`src/rtl/alu_issue_pkg.sv`:
```
// Shared types for the ALU issue/writeback stage: opcodes, instruction layout, FSM states.
// Latency: n/a (types and helpers only).
// Backpressure: n/a.
package alu_issue_pkg;

   localparam int OP_W     = 3;
   localparam int REG_AW   = 3;
   localparam int NUM_REGS = 8;
   localparam int IMM_BITS = 11;
   localparam int INSTR_W  = 24;

   typedef enum logic [OP_W-1:0] {
      OP_AND  = 3'b000,
      OP_OR   = 3'b001,
      OP_ADD  = 3'b010,
      OP_ILL  = 3'b011,
      OP_ANDN = 3'b100,
      OP_ORN  = 3'b101,
      OP_SUB  = 3'b110,
      OP_HALT = 3'b111
   } op_e;

   typedef struct packed {
      op_e                 op;
      logic [REG_AW-1:0]   rd;
      logic [REG_AW-1:0]   ra;
      logic [REG_AW-1:0]   rb;
      logic                use_imm;
      logic [IMM_BITS-1:0] imm;
   } instr_t;

   typedef enum logic {
      ST_RUN    = 1'b0,
      ST_HALTED = 1'b1
   } state_e;

   // Ops that actually reach the ALU; ILL and HALT are consumed by the stage.
   function automatic logic op_is_legal(input op_e op);
      return (op != OP_ILL) && (op != OP_HALT);
   endfunction

endpackage

```
`src/rtl/alu_regfile.sv`:
```
// 8-entry register file, r0 hardwired to zero; 2 operand read ports, 1 debug read port, 1 write port.
// Latency: reads are combinational, a write is visible after the writing edge.
// Backpressure: none; a write is taken whenever wr_en is high.
// Ports: clk/reset_n; ra_addr/ra_data, rb_addr/rb_data operand reads; dbg_addr/dbg_data debug read;
//        wr_en/wr_addr/wr_data synchronous write (writes to r0 are dropped).
module alu_regfile
   import alu_issue_pkg::*;
#(
   parameter int DATA_W = 32
) (
   input  logic              clk,
   input  logic              reset_n,
   input  logic [REG_AW-1:0] ra_addr,
   output logic [DATA_W-1:0] ra_data,
   input  logic [REG_AW-1:0] rb_addr,
   output logic [DATA_W-1:0] rb_data,
   input  logic [REG_AW-1:0] dbg_addr,
   output logic [DATA_W-1:0] dbg_data,
   input  logic              wr_en,
   input  logic [REG_AW-1:0] wr_addr,
   input  logic [DATA_W-1:0] wr_data
);

   logic [DATA_W-1:0] mem_q [NUM_REGS];
   logic [DATA_W-1:0] mem_d [NUM_REGS];

   always_comb begin
      for (int i = 0; i < NUM_REGS; i++) begin
         mem_d[i] = mem_q[i];
      end
      if (wr_en && (wr_addr != '0)) begin
         mem_d[wr_addr] = wr_data;
      end
      mem_d[0] = '0;
   end

   always_ff @(posedge clk or negedge reset_n) begin
      if (!reset_n) begin
         for (int i = 0; i < NUM_REGS; i++) begin
            mem_q[i] <= '0;
         end
      end else begin
         for (int i = 0; i < NUM_REGS; i++) begin
            mem_q[i] <= mem_d[i];
         end
      end
   end

   assign ra_data  = (ra_addr  == '0) ? '0 : mem_q[ra_addr];
   assign rb_data  = (rb_addr  == '0) ? '0 : mem_q[rb_addr];
   assign dbg_data = (dbg_addr == '0) ? '0 : mem_q[dbg_addr];

endmodule

```
`src/rtl/alu_issue_stage.sv`:
```
// Issue/writeback stage around a combinational ALU: decode, operand read with forwarding, writeback, flags, HALT FSM.
// Latency: accepted at edge N -> ALU inputs registered at N, result written/flags/retired updated at N+1; 1 op/cycle.
// Backpressure: in_ready is high only in RUN; the ALU never stalls, so RUN always accepts.
// Ports: in_valid/in_ready/in_instr instruction handshake; resume leaves HALTED; alu_a/b/f/valid drive the ALU,
//        alu_y/cout/zero come back combinationally; flag_zero/flag_cout/halted/err/retired status; dbg_raddr/dbg_rdata debug read.
module alu_issue_stage
   import alu_issue_pkg::*;
#(
   parameter int DATA_W = 32,
   parameter int IMM_W  = 11,
   parameter int CNT_W  = 16
) (
   input  logic              clk,
   input  logic              reset_n,
   input  logic              in_valid,
   output logic              in_ready,
   input  logic [23:0]       in_instr,
   input  logic              resume,
   output logic [DATA_W-1:0] alu_a,
   output logic [DATA_W-1:0] alu_b,
   output logic [2:0]        alu_f,
   output logic              alu_valid,
   input  logic [DATA_W-1:0] alu_y,
   input  logic              alu_cout,
   input  logic              alu_zero,
   output logic              flag_zero,
   output logic              flag_cout,
   output logic              halted,
   output logic              err,
   output logic [CNT_W-1:0]  retired,
   input  logic [2:0]        dbg_raddr,
   output logic [DATA_W-1:0] dbg_rdata
);

   instr_t            instr;
   logic              accept;
   logic              issue;
   logic              fwd_a;
   logic              fwd_b;
   logic [DATA_W-1:0] rf_a;
   logic [DATA_W-1:0] rf_b;
   logic [DATA_W-1:0] imm_sext;
   logic [DATA_W-1:0] opnd_a;
   logic [DATA_W-1:0] opnd_b;

   state_e            state_q,     state_d;
   logic              in_ready_q,  in_ready_d;
   logic              halted_q,    halted_d;
   logic [DATA_W-1:0] alu_a_q,     alu_a_d;
   logic [DATA_W-1:0] alu_b_q,     alu_b_d;
   logic [2:0]        alu_f_q,     alu_f_d;
   logic [2:0]        rd_q,        rd_d;
   logic              alu_valid_q, alu_valid_d;
   logic              flag_zero_q, flag_zero_d;
   logic              flag_cout_q, flag_cout_d;
   logic              err_q,       err_d;
   logic [CNT_W-1:0]  retired_q,   retired_d;

   assign instr    = instr_t'(in_instr);
   assign accept   = in_valid && in_ready_q;
   assign issue    = accept && op_is_legal(instr.op);
   assign imm_sext = {{(DATA_W-IMM_W){instr.imm[IMM_W-1]}}, instr.imm};

   // The op sitting in the issue register has not written back yet; a reader
   // of its destination must take the live ALU result so dependent ops need no bubble.
   assign fwd_a  = alu_valid_q && (rd_q != '0) && (rd_q == instr.ra);
   assign fwd_b  = alu_valid_q && (rd_q != '0) && !instr.use_imm && (rd_q == instr.rb);
   assign opnd_a = fwd_a ? alu_y : rf_a;
   assign opnd_b = instr.use_imm ? imm_sext : (fwd_b ? alu_y : rf_b);

   alu_regfile #(.DATA_W(DATA_W)) u_regfile (
      .clk      (clk),
      .reset_n  (reset_n),
      .ra_addr  (instr.ra),
      .ra_data  (rf_a),
      .rb_addr  (instr.rb),
      .rb_data  (rf_b),
      .dbg_addr (dbg_raddr),
      .dbg_data (dbg_rdata),
      .wr_en    (alu_valid_q),
      .wr_addr  (rd_q),
      .wr_data  (alu_y)
   );

   always_comb begin
      state_d     = state_q;
      alu_a_d     = alu_a_q;
      alu_b_d     = alu_b_q;
      alu_f_d     = alu_f_q;
      rd_d        = rd_q;
      flag_zero_d = flag_zero_q;
      flag_cout_d = flag_cout_q;
      retired_d   = retired_q;

      if (state_q == ST_RUN) begin
         if (accept && (instr.op == OP_HALT)) begin
            state_d = ST_HALTED;
         end
      end else begin
         if (resume) begin
            state_d = ST_RUN;
         end
      end

      alu_valid_d = issue;
      if (issue) begin
         alu_a_d = opnd_a;
         alu_b_d = opnd_b;
         alu_f_d = instr.op;
         rd_d    = instr.rd;
      end

      // Writeback of the op in the issue register happens on every edge it is live.
      if (alu_valid_q) begin
         flag_zero_d = alu_zero;
         flag_cout_d = alu_cout;
         retired_d   = retired_q + CNT_W'(1);
      end

      err_d      = err_q | (accept && (instr.op == OP_ILL));
      in_ready_d = (state_d == ST_RUN);
      halted_d   = (state_d == ST_HALTED);
   end

   always_ff @(posedge clk or negedge reset_n) begin
      if (!reset_n) begin
         state_q     <= ST_RUN;
         in_ready_q  <= 1'b1;
         halted_q    <= 1'b0;
         alu_a_q     <= '0;
         alu_b_q     <= '0;
         alu_f_q     <= '0;
         rd_q        <= '0;
         alu_valid_q <= 1'b0;
         flag_zero_q <= 1'b0;
         flag_cout_q <= 1'b0;
         err_q       <= 1'b0;
         retired_q   <= '0;
      end else begin
         state_q     <= state_d;
         in_ready_q  <= in_ready_d;
         halted_q    <= halted_d;
         alu_a_q     <= alu_a_d;
         alu_b_q     <= alu_b_d;
         alu_f_q     <= alu_f_d;
         rd_q        <= rd_d;
         alu_valid_q <= alu_valid_d;
         flag_zero_q <= flag_zero_d;
         flag_cout_q <= flag_cout_d;
         err_q       <= err_d;
         retired_q   <= retired_d;
      end
   end

   assign in_ready  = in_ready_q;
   assign halted    = halted_q;
   assign alu_a     = alu_a_q;
   assign alu_b     = alu_b_q;
   assign alu_f     = alu_f_q;
   assign alu_valid = alu_valid_q;
   assign flag_zero = flag_zero_q;
   assign flag_cout = flag_cout_q;
   assign err       = err_q;
   assign retired   = retired_q;

endmodule

```
`config.mk`:
```
export PLATFORM = sky130hd
export DESIGN_NAME = alu_issue_stage
export DESIGN_NICKNAME = d
export VERILOG_FILES = /design/src/rtl/alu_issue_pkg.sv /design/src/rtl/alu_regfile.sv /design/src/rtl/alu_issue_stage.sv
export SDC_FILE = /design/constraint.sdc
export NUM_CORES = 1
export LEC_CHECK = 0
export CAP_MARGIN = 20
export CORE_MARGIN = 1
export CORE_UTILIZATION = 30
export DETAILED_ROUTE_END_ITERATION = 10
export PLACE_DENSITY = 0.48
export SETUP_SLACK_MARGIN = 0.2
export SLEW_MARGIN = 20
export SYNTH_ARGS = -nofsm -noshare
export SYNTH_HDL_FRONTEND = slang
export SYNTH_SLANG_ARGS = --single-unit
export TNS_END_PERCENT = 1
```
`constraint.sdc`:
```
create_clock -name clk -period 4.4 [get_ports clk]
set_clock_uncertainty 0.05 [all_clocks]
set_input_delay 0.44 -clock clk [delete_from_list [all_inputs] [get_ports clk]]
set_output_delay 0.44 -clock clk [all_outputs]
set_load 0.01 [all_outputs]
```
# Word level (Yosys, flattened, before mapping)

Index checks and enable logic that the tools add are counted.

$add $sub $neg: 1
Order comparisons: 5
Equality and inequality tests: 6
Muxes and demuxes: 21
Bitwise operators: 6
Reduce and logical (&&, ||, !) cells: 15

Operators by type and width:

| cell                                                                          | count |
|---|---|
| 32-bit 2-to-1 mux                                                             | 13 |
| 32-bit binary-select mux with 3-bit select                                    | 3 |
| 256-bit bitwise mux                                                           | 1 |
| 32-bit demux with 3-bit select                                                | 1 |
| 16-bit by 1-bit adder with 16-bit output (second input constant)              | 1 |
| 4-bit >= comparator (second input constant)                                   | 4 |
| 3-bit NOT with 4-bit output                                                   | 4 |
| 1-bit logical AND                                                             | 10 |
| 3-bit zero test                                                               | 3 |
| 3-bit == test                                                                 | 2 |
| 4-bit by 1-bit less-than comparator with 1-bit output (second input constant) | 1 |
| 3-bit by 2-bit == test with 1-bit output (second input constant)              | 1 |
| 3-bit == test (second input constant)                                         | 1 |
| 1-bit 2-to-1 mux                                                              | 3 |
| 3-bit by 2-bit != test with 1-bit output (second input constant)              | 1 |
| 3-bit != test (second input constant)                                         | 1 |
| 3-bit nonzero test                                                            | 1 |
| 1-bit zero test                                                               | 1 |
| 1-bit NOT                                                                     | 1 |
| 1-bit OR                                                                      | 1 |

Flip-flop bits (word level): 316
Bits of input ports: 65
Output and inout port bits: 121
Word-level logic and storage cells: 72

# Logic depth before layout (Yosys ltp)

Gate-level depths: netlist (run 1).

Word-level depth: 7
Gate-level depth with buffers: 8
Gate-level depth less buffers: 5

# Cells and area by module

Synthesis (run 1) repeated with hierarchy kept, for this count alone.

Cell total of the unflattened synthesis: 1,619
Area, all modules: 18,914.4 um^2

By module, submodules not included:

| module          | instances | cells each | area each (um^2) | sequential area each (um^2) |
|---|---|---|---|---|
| alu_regfile     | 1         | 1,068      | 13,995.9         | 5,605.4 |
| alu_issue_stage | 1         | 551        | 4,918.5          | 2,303.5 |

# Worst setup path after synthesis (run 1)

OpenSTA, ideal clock, no wires.

Kind: input to output
Start: in dbg_raddr[0]
End: out dbg_rdata[26]
Data arrival time: 1.663 ns
Required time: 3.910 ns
Setup slack: 2.247 ns
Stages on the path: 5
Path buffers: 2
Cells stage by stage: buf_2 buf_2 mux4_2 nand2_1 o21ai_0

Longest elaborated chain between the ends: 5
Elaborated cells between the ends (all ways): 6
Those cells by class: mux (4); bitwise (1); reduce/logical (1)

RTL lines:

| element                                               | RTL line              | source |
|---|---|---|
| start, declared                                       | alu_issue_stage.sv:31 | `input logic [2:0] dbg_raddr,` |
| 3-bit NOT with 4-bit output (not written as such)     | alu_regfile.sv:51     | `assign dbg_data = (dbg_addr == '0) ? '0 : mem_q[dbg_addr];` |
| 32-bit binary-select mux with 3-bit select            | alu_regfile.sv:51     |  |
| 32-bit 2-to-1 mux (not written as such) (2 in series) | alu_regfile.sv:51     |  |
| 32-bit 2-to-1 mux *                                   | alu_regfile.sv:51     |  |
| end, declared                                         | alu_issue_stage.sv:32 | `output logic [DATA_W-1:0] dbg_rdata` |

Every way passes the cells marked *; elsewhere a longest branch is shown, timed or not. The select of a mux whose other input is x is not followed.

# Final worst setup path (run 1)

Start: in dbg_raddr[0]
End: out dbg_rdata[28]

Same word-level chain as after synthesis.

==> results.yml, run 1 <==
status:
  status: "complete, no violations"
hold_path:
  worstHoldPathType: "in -> reg"
  hold_depth: 3
  hold_start: "in_instr[20]"
  hold_end: "rd_q[2]"
layout:
  finalNonFillerCells: 2487
  fin_nets: 1763
  num_antenna_cells: 0
  drive_gt1_share_pct: 24.3
  syn2layout_area_growth_pct: 21.4
timing:
  setup_tns_ns: 0
  drv_slew: 0
  slew_headroom_pct: 30.7
  fin_crit_sh_pct: 76.5
  setup_slack_ns: 1.04
  clock.fmax_mhz: 297
  worstMarginPinSlew_ns: 1.04
  whs_ns: 0.380
  setup_violations: 0
  rsz0062_at_grt: "no"
  finalHoldViolCount: 0
  fin_crit_ns: 3.36
worst_setup_path:
  critical-path-top-delay-family: "buffers and inverters"
  path_buf_inv: 3
  cp.arrival_ns: 2.87
  critPathRequiredTime_ns: 3.91
  rr_worst_depth: 4
  worst_path_max_delay_cell: "clkdlybuf4s50_1"
  worst-path-max-fanout: 24
  worst-r2r-setup-slack_ns: 1.71
  crit_chain: "buf_4, buf_4, mux4_2, nand2_1, o21ai_0, clkdlybuf4s50_1"
  timing.rr.end: "u_regfile.mem_q[159]"
  cp_common_cell: "buf_4"
  worstSetupPathType: "in -> out"
  slowest_delay_ns: 0.60
  cp-start-kind: "input pin"
  end_kind: "output pin"
  r2r_start: "alu_valid"
clocking:
  cts.sinks: 316
  clock-root-buffer: "clkbuf_16"
  ctsResizeCount: 0
  cts_buffers: 40
  htreeDepth: 2
  clk_pin_slew_ns: 0.05
  cts_tree: "yes"
  clockBufferDepth: 3
  cts_setup_buffers: 0
  clk_latency_ns: 0.56
  cts_hold_buf: 1
global_routing:
  first_global_vias: 14263
  grt_pass1_wl_mm: 97.4
  antenna_found_initial: 1
  grt_use_total_pct: 21.7
  grt_overflow_total: 0
  grt_max_degree: 102
drt:
  antenna_left: 0
  drtIter0Drc: 1198
  dr.pass1.iters: 5
  post_drt_wl_per_cell_um: 26.2
  viasPerCell: 5.67
  drc: 0
  wirelength_mm: 65.3
  dr_total_vias: 14113
synthesis:
  synth_edf_count: 0
  synth_fp_nets: 1632
  synth_seq_area_share_pct: 44.5
  yosysTopAreaCell: "dfrtp_1"
  ys_warn_count: 0
  ys_types: 54
  synth_area_mm2: 0.0178
  synth_commonest_cells: "315 x dfrtp_1, 221 x mux2_2, 152 x nand2_1"
  synth-main-ff-cell: "dfrtp_1"
  synthArstFlopShare_pct: 100
  postSynthCellCount: 1566
  ys_seq_elements: 316
  yosysTopAreaCellShare_pct: 44.4
  synth_area_leaders: "dfrtp_1 44%, mux2_2 14%, mux4_2 8.2%"
  avgSynthCellArea_um2: 11.3
  yosys.cell_count.top_type: "dfrtp_1"
power_and_ir_drop:
  p_leak_nw: 8.82
  p_sw_mw: 4.34
  combPwrFrac_pct: 32.9
  p_total_mw: 12.9
  intPower_mw: 8.59
  swShare_pct: 33.6
  p_seq_share_pct: 41.9
  clkPwrFrac_pct: 25.1
  vdd_drop_max_mv: 0.329
  powerDensity_mw_per_mm2: 600
floorplanning:
  core_area_mm2: 0.0581
  initial_core_util_pct: 30.6
  die_x_um: 245
  die-area_mm2: 0.0602
  boundaryPins: 186
  core.rowCount: 88
  die_h_um: 245
job:
  maxCapViolCount: 0
placement:
  dp_cells: 2419
  place_ws_ns: 1.06
  place_congestion: 0.809
  hpwl_mm: 39.4
  io_buffers: 185
how the worst max path moves through the flow:
stage,startpoint,end,cells after the start
floorplan,dbg_raddr[0],dbg_rdata[26],5
global placement,dbg_raddr[0],dbg_rdata[28],6
detailed placement,dbg_raddr[0],dbg_rdata[28],6
CTS,dbg_raddr[0],dbg_rdata[28],6
global route,dbg_raddr[0],dbg_rdata[28],6
finish,dbg_raddr[0],dbg_rdata[28],6
through the flow:
stage,utilization (%),instance area (µm²)
after floorplan,-,17800
after global placement,34.9,20300
after detailed placement,34.9,20300
after CTS,37.1,21600
after global routing,37.1,21600
final,37.1,21600
final cells by class:
cell class	count	area (µm²)
inverter	25	93.8
fill	5720	36600
clock inverter	1	5.00
timing repair buffer	232	2210
tap	765	957
sequential	316	7910
multi-input combinational	1082	9120
clock buffer	66	1270
routing by layer:
| metal | routed length, µm | GRT usage (%) |
|---|---|---|
| met1 | 29000 | 30.0 |
| met2 | 30300 | 34.2 |
| met3 | 4160 | 3.54 |
| met4 | 1880 | 7.51 |
| met5 | 0 | 0 |
worst reg2reg max path, stage by stage, from the launching register on:
cell and delay [ns]:
dfrtp_1 0.84, nand2_1 0.22, or3_2 0.72, buf_4 0.42
mux2_2 0.33
flip-flops by register name, indices dropped and copies added, names as in the netlist:
signal	cells
flag_zero	1
u_regfile.mem_q	224
in_ready	1
flag_cout	1
alu_valid	1
rd_q	3
alu_b	32
alu_f	3
err	1
halted	1
alu_a	32
retired	16
placed cells by master (no fill, tap or decap), types with 4 or more instances in the layout:
cell type / Yosys / layout
dfrtp_1: 315 / 315
mux2_2: 221 / 221
clkdlybuf4s50_1: 0 / 175
nand2_1: 152 / 152
o21ai_0: 144 / 144
mux2i_1: 73 / 73
a22oi_1: 69 / 69
mux4_2: 65 / 65
nor2_1: 55 / 55
a221o_1: 54 / 54
buf_4: 10 / 46
clkbuf_16: 0 / 41
o22ai_1: 31 / 31
inv_1: 25 / 24
a221oi_1: 24 / 24
o211ai_1: 22 / 22
a31oi_1: 22 / 22
and2_1: 22 / 21
clkbuf_8: 0 / 15
a21oi_1: 15 / 14
xnor2_1: 13 / 13
mux2_1: 12 / 12
nand3_1: 11 / 11
nor3_1: 10 / 10
clkbuf_1: 62 / 10
a211oi_1: 9 / 9
nor2b_1: 12 / 8
xor2_1: 6 / 6
buf_2: 50 / 6
nand4_1: 4 / 4
logic make-up after synthesis:
kind of cell	count (synthesis)	synth area share, %
compound gates	402	15.4
simple gates	287	7.25
fa+ha+maj	1	0.0704
flops	316	44.5
mux	373	27.3
buf+inv	168	4.55
xor+xnor	19	0.937
power groups by stage:
stage                     Sequential, mW  Clock [mW]  Combinational (mW)
after floorplan                     5.03           0                2.87
after global placement              5.40           0                4.21
after detailed placement            5.42           0                4.27
after CTS                           5.39        3.34                4.30
after global routing                5.60        3.45                4.66
final                               5.43        3.25                4.26
(Power assumes the default switching activity.)
==> run 2, diff against run 1 <==
--- a/config.mk
+++ b/config.mk
@@ -9,7 +9,7 @@
 export CORE_MARGIN = 1
 export CORE_UTILIZATION = 30
 export DETAILED_ROUTE_END_ITERATION = 10
-export PLACE_DENSITY = 0.48
+export PLACE_DENSITY = 0.49
 export SETUP_SLACK_MARGIN = 0.2
 export SLEW_MARGIN = 20
 export SYNTH_ARGS = -nofsm -noshare
==> constraint.sdc (replaced) <==
create_clock -name clk -period 2.8 [get_ports clk]
set_clock_uncertainty 0.05 [all_clocks]
set_input_delay 0.28 -clock clk [delete_from_list [all_inputs] [get_ports clk]]
set_output_delay 0.28 -clock clk [all_outputs]
set_load 0.01 [all_outputs]
==> run 2 against run 1 <==
Net effect:
- routed wire length down 0.55%
- sequential cell count stayed put
- clock-buffer cell count decreased by 6
- non-clock buffer count rose by 23
- core utilization up 0.74 points
- cell count up 1.1%
- sequential share of layout area decreased by 0.72 points
- hold slack lost 0.19 ns
- global-route usage shrank 0.17 points
- first-iteration DRC count decreased by 5.0%
- setup slack got worse by 0.86 ns
- critical path type is now reg -> out
- critical endpoint is now dbg_rdata[23]
- largest cell class unchanged
==> results.yml, run 2 (synthesis results as in run 1) <==
floorplanning:
  die_x_um: 245
  die_h_um: 245
  core_area_mm2: 0.0581
  initial_core_util_pct: 30.6
  boundaryPins: 186
  die-area_mm2: 0.0602
  core.rowCount: 88
worst_setup_path:
  rr_worst_depth: 5
  worstSetupPathType: "reg -> out"
  worst-path-max-fanout: 4
  path_buf_inv: 1
  critPathRequiredTime_ns: 2.47
  worst-r2r-setup-slack_ns: 0.33
  r2r_start: "alu_valid"
  end_kind: "output pin"
  critical-path-top-delay-family: "buffers and inverters"
  slowest_delay_ns: 0.57
  timing.rr.end: "alu_a[4]"
  cp.arrival_ns: 2.30
  worst_path_max_delay_cell: "clkdlybuf4s50_1"
  cp-startpoint: "u_regfile.mem_q[23]"
  cp-start-kind: "flop"
  crit_chain: "mux4_2, nand2_1, o21ai_0, clkdlybuf4s50_1"
global_routing:
  first_global_vias: 14531
  grt_overflow_total: 0
  grt_use_total_pct: 21.5
  antenna_found_initial: 1
  grt_max_degree: 71
  grt_pass1_wl_mm: 97.5
timing:
  slew_headroom_pct: 24.3
  setup_violations: 0
  finalHoldViolCount: 0
  fin_crit_sh_pct: 93.9
  drv_slew: 0
  setup_tns_ns: 0
  clock.fmax_mhz: 380
  rsz0062_at_grt: "yes"
  worstMarginPinSlew_ns: 1.13
  fin_crit_ns: 2.63
  setup_slack_ns: 0.171
drt:
  drc: 0
  dr.pass1.iters: 5
  antenna_left: 0
  dr_total_vias: 14197
  viasPerCell: 5.65
  drtIter0Drc: 1138
  wirelength_mm: 64.9
  post_drt_wl_per_cell_um: 25.8
power_and_ir_drop:
  p_total_mw: 20.5
  vdd_drop_max_mv: 0.437
  powerDensity_mw_per_mm2: 932
  p_leak_nw: 9.04
placement:
  dp_cells: 2442
  postPlaceCellArea_mm2: 0.0207
  io_buffers: 185
  hpwl_mm: 39.8
  place_ws_ns: 0.195
  place_congestion: 0.821
clocking:
  clockBufferDepth: 3
  clk_pin_slew_ns: 0.06
  clk_latency_ns: 0.57
  htreeDepth: 2
  cts_tree: "yes"
  cts_buffers: 40
  cts.sinks: 316
  clock-root-buffer: "clkbuf_16"
layout:
  finalNonFillerCells: 2514
  final_cell_mix: "315 x dfrtp_1, 221 x mux2_2, 174 x clkdlybuf4s50_1"
  largest_reg_flops: 224
  syn2layout_area_growth_pct: 23.8
  fin_nets: 1786
  drive_gt1_share_pct: 25.5
  fin_area_mm2: 0.0220
  mostFrequentLayoutCell: "dfrtp_1"
  regMostFlops: "u_regfile.mem_q"
hold_path:
  worstHoldPathType: "in -> async"
status:
  status: "complete, no violations"
job:
  maxCapViolCount: 0
## run 2: changes by cell type in the layout (fill, tap and decap cells not counted), moves of 3 or more
cell and delta:
buf_4 +6, clkinv_2 +4, buf_12 +17, inv_6 +3
clkbuf_8 -4
## run 2: where the power goes
part | internal (mW) | leakage [nW] | switching [mW]
Combinational | 4.03 | 4.64 | 2.75
Sequential | 6.47 | 3.75 | 1.99
Clock | 3.16 | 0.655 | 2.10
Total | 13.7 | 9.04 | 6.84
## run 2: metal layers
metal | track usage [%] | vias to the layer above | share of wire [%]
li1 | - | 6229 | -
met1 | 30.2 | 7329 | 46
met2 | 34.0 | 531 | 46
met3 | 2.98 | 108 | 5.4
met4 | 6.92 | 0 | 2.6
met5 | 0 | - | 0
## run 2: repair_timing
item / CTS / global route
gates cloned: 0 / 0
resized for setup: 1 / 1
pin swaps: 0 / 0
buffers inserted: 0 / 0
hold buffers: 1 / 0
endpoints found under the setup margin: 7 / 11
endpoints found under the hold margin: 55 / 0
## run 2: worst max path at each step
| stage | endpoint | slack, ns | cells after the start |
|---|---|---|---|
| global placement | alu_a[4] | 0.21 | 6 |
| floorplan | dbg_rdata[26] | 0.97 | 5 |
| detailed placement | alu_a[13] | 0.20 | 6 |
| finish | dbg_rdata[23] | 0.17 | 4 |
| global route | dbg_rdata[23] | 0.09 | 4 |
| CTS | dbg_rdata[23] | 0.15 | 4 |
## run 2: final cells by class
class	count	area (µm²)
sequential	316	7910
tap	765	957
fill	5774	36100
inverter	25	93.8
clock buffer	60	1210
timing repair buffer	255	2600
antenna	1	2.50
clock inverter	10	111
multi-input combinational	1082	9120
## run 2: per-stage QoR
step                      util (%)  hold slack (ns)
final                         37.8            0.189
after global routing          37.8            0.213
after CTS                     37.8            0.194
after detailed placement      35.6            0.202
after global placement        35.6            0.197
after floorplan                  -          -0.0656
